`config.mk`:
```
export PLATFORM = sky130hd
export DESIGN_NAME = step_ramp_ctrl
export DESIGN_NICKNAME = d
export VERILOG_FILES = /design/src/rtl/step_ramp_ctrl.sv
export SDC_FILE = /design/constraint.sdc
export NUM_CORES = 1
export LEC_CHECK = 0
export CELL_PAD_IN_SITES_DETAIL_PLACEMENT = 2
export CELL_PAD_IN_SITES_GLOBAL_PLACEMENT = 2
export CORE_UTILIZATION = 33
export CTS_BUF_LIST = sky130_fd_sc_hd__clkbuf_16
export DETAILED_ROUTE_END_ITERATION = 10
export GPL_TIMING_DRIVEN = 1
export HOLD_SLACK_MARGIN = 0.02
export PLACE_DENSITY = 0.87
export SLEW_MARGIN = 20
export SYNTH_ARGS = -nofsm -noshare
export SYNTH_HDL_FRONTEND = slang
export SYNTH_SLANG_ARGS = --single-unit
```
`constraint.sdc`:
```
create_clock -name clk -period 6.3 [get_ports clk]
set_input_delay 1.89 -clock clk [delete_from_list [all_inputs] [get_ports clk]]
set_output_delay 1.89 -clock clk [all_outputs]
set_load 0.02 [all_outputs]
```
`src/rtl/step_ramp_ctrl.sv`:
```
// Trapezoidal speed-ramp sequencer feeding the step/PWM generator's half-period and enable.
module step_ramp_ctrl #(
    parameter int unsigned HP_W     = 20,
    parameter int unsigned CNT_W    = 32,
    parameter int unsigned HP_START = 50_000,
    parameter int unsigned HP_MIN   = 6_800,
    parameter int unsigned HP_STEP  = 200
) (
    input  logic             clk,
    input  logic             rst,
    input  logic             cmd_valid,
    output logic             cmd_ready,
    input  logic [CNT_W-1:0] cmd_steps,
    input  logic             cmd_dir,
    input  logic             abort,
    input  logic             pwm_fb,
    output logic [HP_W-1:0]  hp_out,
    output logic             gen_en,
    output logic             dir,
    output logic             busy,
    output logic             done,
    output logic [CNT_W-1:0] steps_left
);

    localparam int unsigned HPX_W = HP_W + 1;

    localparam logic [HPX_W-1:0] HPX_START   = HPX_W'(HP_START);
    localparam logic [HPX_W-1:0] HPX_STEP    = HPX_W'(HP_STEP);
    localparam logic [HPX_W-1:0] HPX_DEC_LIM = HPX_W'(HP_MIN + HP_STEP);
    localparam logic [HP_W-1:0]  HP_START_V  = HP_W'(HP_START);
    localparam logic [HP_W-1:0]  HP_MIN_V    = HP_W'(HP_MIN);
    localparam logic [HP_W-1:0]  HP_STEP_V   = HP_W'(HP_STEP);
    localparam logic [CNT_W-1:0] ACC_MAX     = '1;

    typedef enum logic [2:0] {
        S_IDLE,
        S_ACCEL,
        S_CRUISE,
        S_DECEL,
        S_FINISH
    } state_t;

    state_t           state, state_nxt;
    logic [HP_W-1:0]  hp_nxt;
    logic             gen_en_nxt, dir_nxt, done_nxt, busy_nxt, ready_nxt;
    logic [CNT_W-1:0] sl_nxt;
    logic [CNT_W-1:0] acc, acc_nxt;
    logic             abort_flag, abort_flag_nxt;
    logic             fb_d, edge_q;

    logic [HPX_W-1:0] hp_x, hp_up;
    logic [HP_W-1:0]  hp_inc, hp_dec;
    logic             dec_sat;
    logic [CNT_W-1:0] sl_dec, sl_abort, acc_inc;
    logic             sl_last;

    // Saturating half-period arithmetic in one extra bit, clamped to [HP_MIN, HP_START]
    always_comb begin
        hp_x    = {1'b0, hp_out};
        hp_up   = hp_x + HPX_STEP;
        hp_inc  = (hp_up >= HPX_START) ? HP_START_V : hp_up[HP_W-1:0];
        dec_sat = (hp_x <= HPX_DEC_LIM);
        hp_dec  = dec_sat ? HP_MIN_V : (hp_out - HP_STEP_V);
    end

    // Step counter helpers: decrement never wraps, accel count saturates
    always_comb begin
        sl_dec   = (steps_left != '0) ? (steps_left - CNT_W'(1)) : '0;
        sl_last  = (sl_dec == '0);
        sl_abort = (sl_dec < acc) ? sl_dec : acc;
        acc_inc  = (acc == ACC_MAX) ? acc : (acc + CNT_W'(1));
    end

    // Feedback sync and rising-edge detect; the edge is registered so updates land two clocks after the rise
    always_ff @(posedge clk) begin
        if (rst) begin
            fb_d   <= 1'b0;
            edge_q <= 1'b0;
        end else begin
            fb_d   <= pwm_fb;
            edge_q <= pwm_fb & ~fb_d;
        end
    end

    // State and output registers
    always_ff @(posedge clk) begin
        if (rst) begin
            state      <= S_IDLE;
            hp_out     <= HP_START_V;
            gen_en     <= 1'b0;
            dir        <= 1'b0;
            busy       <= 1'b0;
            done       <= 1'b0;
            cmd_ready  <= 1'b1;
            steps_left <= '0;
            acc        <= '0;
            abort_flag <= 1'b0;
        end else begin
            state      <= state_nxt;
            hp_out     <= hp_nxt;
            gen_en     <= gen_en_nxt;
            dir        <= dir_nxt;
            busy       <= busy_nxt;
            done       <= done_nxt;
            cmd_ready  <= ready_nxt;
            steps_left <= sl_nxt;
            acc        <= acc_nxt;
            abort_flag <= abort_flag_nxt;
        end
    end

    // Next-state and next-output logic; all ramp decisions are taken on a registered feedback edge
    always_comb begin
        state_nxt      = state;
        hp_nxt         = hp_out;
        gen_en_nxt     = gen_en;
        dir_nxt        = dir;
        done_nxt       = 1'b0;
        sl_nxt         = steps_left;
        acc_nxt        = acc;
        abort_flag_nxt = abort_flag;

        unique case (state)
            S_IDLE: begin
                if (cmd_valid && cmd_ready) begin
                    dir_nxt        = cmd_dir;
                    sl_nxt         = cmd_steps;
                    hp_nxt         = HP_START_V;
                    acc_nxt        = '0;
                    abort_flag_nxt = 1'b0;
                    if (cmd_steps == '0) begin
                        state_nxt  = S_FINISH;
                        gen_en_nxt = 1'b0;
                    end else begin
                        state_nxt  = S_ACCEL;
                        gen_en_nxt = 1'b1;
                    end
                end
            end

            S_ACCEL, S_CRUISE: begin
                if (abort) begin
                    abort_flag_nxt = 1'b1;
                end
                if (edge_q) begin
                    sl_nxt = sl_dec;
                    if (abort_flag) begin
                        // Controlled stop: only as many steps remain as were spent accelerating
                        sl_nxt         = sl_abort;
                        abort_flag_nxt = 1'b0;
                        if (sl_abort == '0) begin
                            state_nxt = S_FINISH;
                        end else begin
                            state_nxt = S_DECEL;
                            hp_nxt    = hp_inc;
                        end
                    end else if (sl_last) begin
                        state_nxt      = S_FINISH;
                        abort_flag_nxt = 1'b0;
                    end else if (sl_dec <= acc) begin
                        state_nxt      = S_DECEL;
                        hp_nxt         = hp_inc;
                        abort_flag_nxt = 1'b0;
                    end else if (state == S_ACCEL) begin
                        acc_nxt = acc_inc;
                        hp_nxt  = hp_dec;
                        if (dec_sat) begin
                            state_nxt = S_CRUISE;
                        end
                    end
                end
            end

            S_DECEL: begin
                if (edge_q) begin
                    sl_nxt = sl_dec;
                    if (sl_last) begin
                        state_nxt = S_FINISH;
                    end else begin
                        hp_nxt = hp_inc;
                    end
                end
            end

            S_FINISH: begin
                // Hold the generator until the last pulse has fallen
                if (!fb_d) begin
                    gen_en_nxt = 1'b0;
                    done_nxt   = 1'b1;
                    state_nxt  = S_IDLE;
                end
            end

            default: begin
                state_nxt = S_IDLE;
            end
        endcase

        busy_nxt  = (state_nxt != S_IDLE);
        ready_nxt = (state_nxt == S_IDLE);
    end

endmodule
```
==> results.md <==
* Max-cap violation count at 0
* Drc violations at 0
* Post-Syn Instances at 1027
* Fmax at 165 MHz
* Initial antenna violation count at 0
* Area grow syn2layout at 20.1%
* Post-synthesis cell area at 7710 µm²
* Total Wirelength at 35200 µm
* First-pass GRT wire length at 54900 µm
* Die area at 24000 µm²
* Status: finished, final reports clean
* Post-route cell area at 9250 µm²
* Critical Path Fanout Max at 14
* Fin. Hold Viols at 0
* Class of the worst hold path: flip-flop to flip-flop
* I/O pins at 95
* Layout cells sized above 1 at 0.0769
* Setup Skew at 0.0122 ns
* Clock root cell: clkbuf_16
* Most common cell after layout, fill and taps aside: a21oi_1
* Max_slew headroom at 0.313
* CTS tree: done
* Syn_area_per_cell at 7.50 µm²
* Power density over the cells at 608 nW/µm²
* Syn nets at 1102
* EDFF count, synth at 0
* 1st-pass router iterations at 5
* Hpwl dp at 26500 µm
* Clock-pin slew on the worst setup and hold paths at 0.07 ns
* Synth Register Bits at 95
* CP required at 6.59 ns
* Min Tclk post-route at 6.06 ns
* Largest net degree at the start of global routing at 52
* Postcts setup bufs at 0
* Vias in the first global route at 9240
* Total grt overflow at 0
* Initial Utilization at 0.338
* Asr flop ratio synth at 0
* DR vias at 8812
* Actual slew at the worst max-slew pin at 1.02 ns
* Gr usage total at 0.296
* FP Rows at 55
* Yosys cell types at 82
* Period Utilization, post-route at 0.962
* Crit end category: flip-flop
* Synth area leader: dfxtp_1
* Top post-synthesis cells by area: dfxtp_1, a21oi_1, ha_1
* Count of input and output buffers at 94
* Total negative slack at 0 ns
* Yosys warnings at 0
* Arrival time at the worst endpoint at 6.35 ns
* H-tree depth at 3
* Post-CTS Hold Fix Bufs at 0
* Register area share after synthesis at 0.247
* Chip Height at 155 µm
* Clock buffer depth at 2
* Die X at 155 µm
* Most frequent cells in the layout: a21oi_1, dfxtp_1, clkdlybuf4s50_1
* VDD IR max at 0.194 mV
* Main synth FF type: dfxtp_1
* Setup CP Type: flip-flop to flip-flop
* Unrepaired setup endpoints after global routing: false
* Yosys top cell area share at 0.247
* Setup-failing EPs final at 0
* Leakage power at 3.11 nW
* Cts repair resizes at 0
* Worst setup SP type: flip-flop
* Worst hold margin at 0.456 ns
* Clk_lat worst skew at 0.37 ns
* Final WS setup at 0.239 ns
* DRT iter0 DRCs at 714
* Core Footprint at 22800 µm²
* Final net count at 1163
* Setup WS pre-CTS at 0.477 ns
* Final RePlAce weighted congestion at 0.934
* Post-DR wirelength/cell at 25.0 µm
* Max Transition Viols Final at 0
* DR vias/cell at 6.26
* Number of buffers created by CTS at 9
* Fill cell count at 2636
* Clock sinks at 95
* Final antenna-violating net count at 0
* Placement-stage cell area at 8930 µm²
-- cell usage after synthesis, types with 5 or more instances --
cell type	instances
nand3_1	31
clkbuf_1	43
xnor2_1	24
nor4_1	28
inv_1	51
nor2b_1	12
ha_1	37
buf_2	8
o31ai_1	6
o211ai_1	8
nor2_1	82
a21o_1	10
nor3b_1	6
or2_2	7
dfxtp_1	95
a221o_1	17
o21ai_0	57
a31oi_1	6
xor2_1	6
nand2_1	81
o22ai_1	5
nand2b_1	15
nand4_1	28
a221oi_1	23
and3_1	7
o21ai_1	12
or3_1	37
and2_1	11
nor3_1	48
buf_1	6
a211oi_1	11
or4_1	12
a21oi_1	97
nor4_2	5
-- where the power goes --
group          total (mW)  switching [mW]  leakage, nW  internal, mW
Combinational        3.96            2.55         2.19          1.41
Sequential           1.04           0.303        0.774         0.733
Clock               0.625           0.279        0.150         0.346
-- sequential cells by signal, indices dropped and copies added, names as in the netlist, 3 cells and up --
signal / count
steps_left: 32
hp_out: 20
state: 3
acc: 32
-- kinds of logic (layout without fill, tap and decap cells) --
logic type / count (synthesis) / count (layout) / synth area share
xor+xnor: 30 / 30 / 0.0341
buf+inv: 114 / 180 / 0.0607
other cells: 0 / 1 / 0
simple gates: 436 / 436 / 0.315
flops: 95 / 95 / 0.247
compound gates: 310 / 310 / 0.276
fa+ha+maj: 37 / 37 / 0.0601
mux: 5 / 5 / 0.00666
-- layer usage --
metal	global-route usage	wire, µm
met1	0.404	16400
met5	0	0
met4	0.0811	586
met3	0.0482	1860
met2	0.481	16300
-- through the flow --
stage,util,power (mW),cells
floorplan,-,3.48,1027
CTS,0.406,5.55,1406
finish,0.406,5.62,1407
global placement,0.392,4.66,1390
detailed placement,0.392,4.86,1390
global route,0.406,5.92,1406
-- worst paths after layout --
check,from,end,slack [ns],depth (start not counted)
setup reg to reg,steps_left[0],hp_out[18],0.24,18
hold reg to reg,fb_d,edge_q,0.46,1
setup / recovery,steps_left[0],hp_out[18],0.24,18
hold / removal,fb_d,edge_q,0.46,1
-- critical path, stage by stage (launching register included) --
cell	delay, ns
dfxtp_1	0.38
inv_1	0.20
ha_1	0.32
nor4b_4	0.34
nand3_1	0.44
or3_1	0.48
xor2_1	0.37
nor2_1	0.11
ha_1	0.33
nand4_1	0.16
or4_1	0.58
a21oi_1	0.15
o41a_1	0.22
or2_2	0.20
and2_1	0.34
nand3_1	0.32
buf_4	0.32
or4_1	0.49
a21oi_1	0.20
-- cell type report --
| cell class | instances | area (µm²) | share of cell area |
|---|---|---|---|
| Multi-Input combinational cell | 818 | 5370 | 0.581 |
| Tap cell | 313 | 392 | 0.0423 |
| Timing Repair Buffer | 113 | 1080 | 0.117 |
| Inverter | 51 | 191 | 0.0207 |
| Antenna cell | 1 | 2.50 | 0.000270 |
| Sequential cell | 95 | 1900 | 0.206 |
| Clock inverter | 7 | 90.1 | 0.00973 |
| Clock buffer | 9 | 225 | 0.0243 |
No activity file was read; power rests on OpenSTA's default activity.
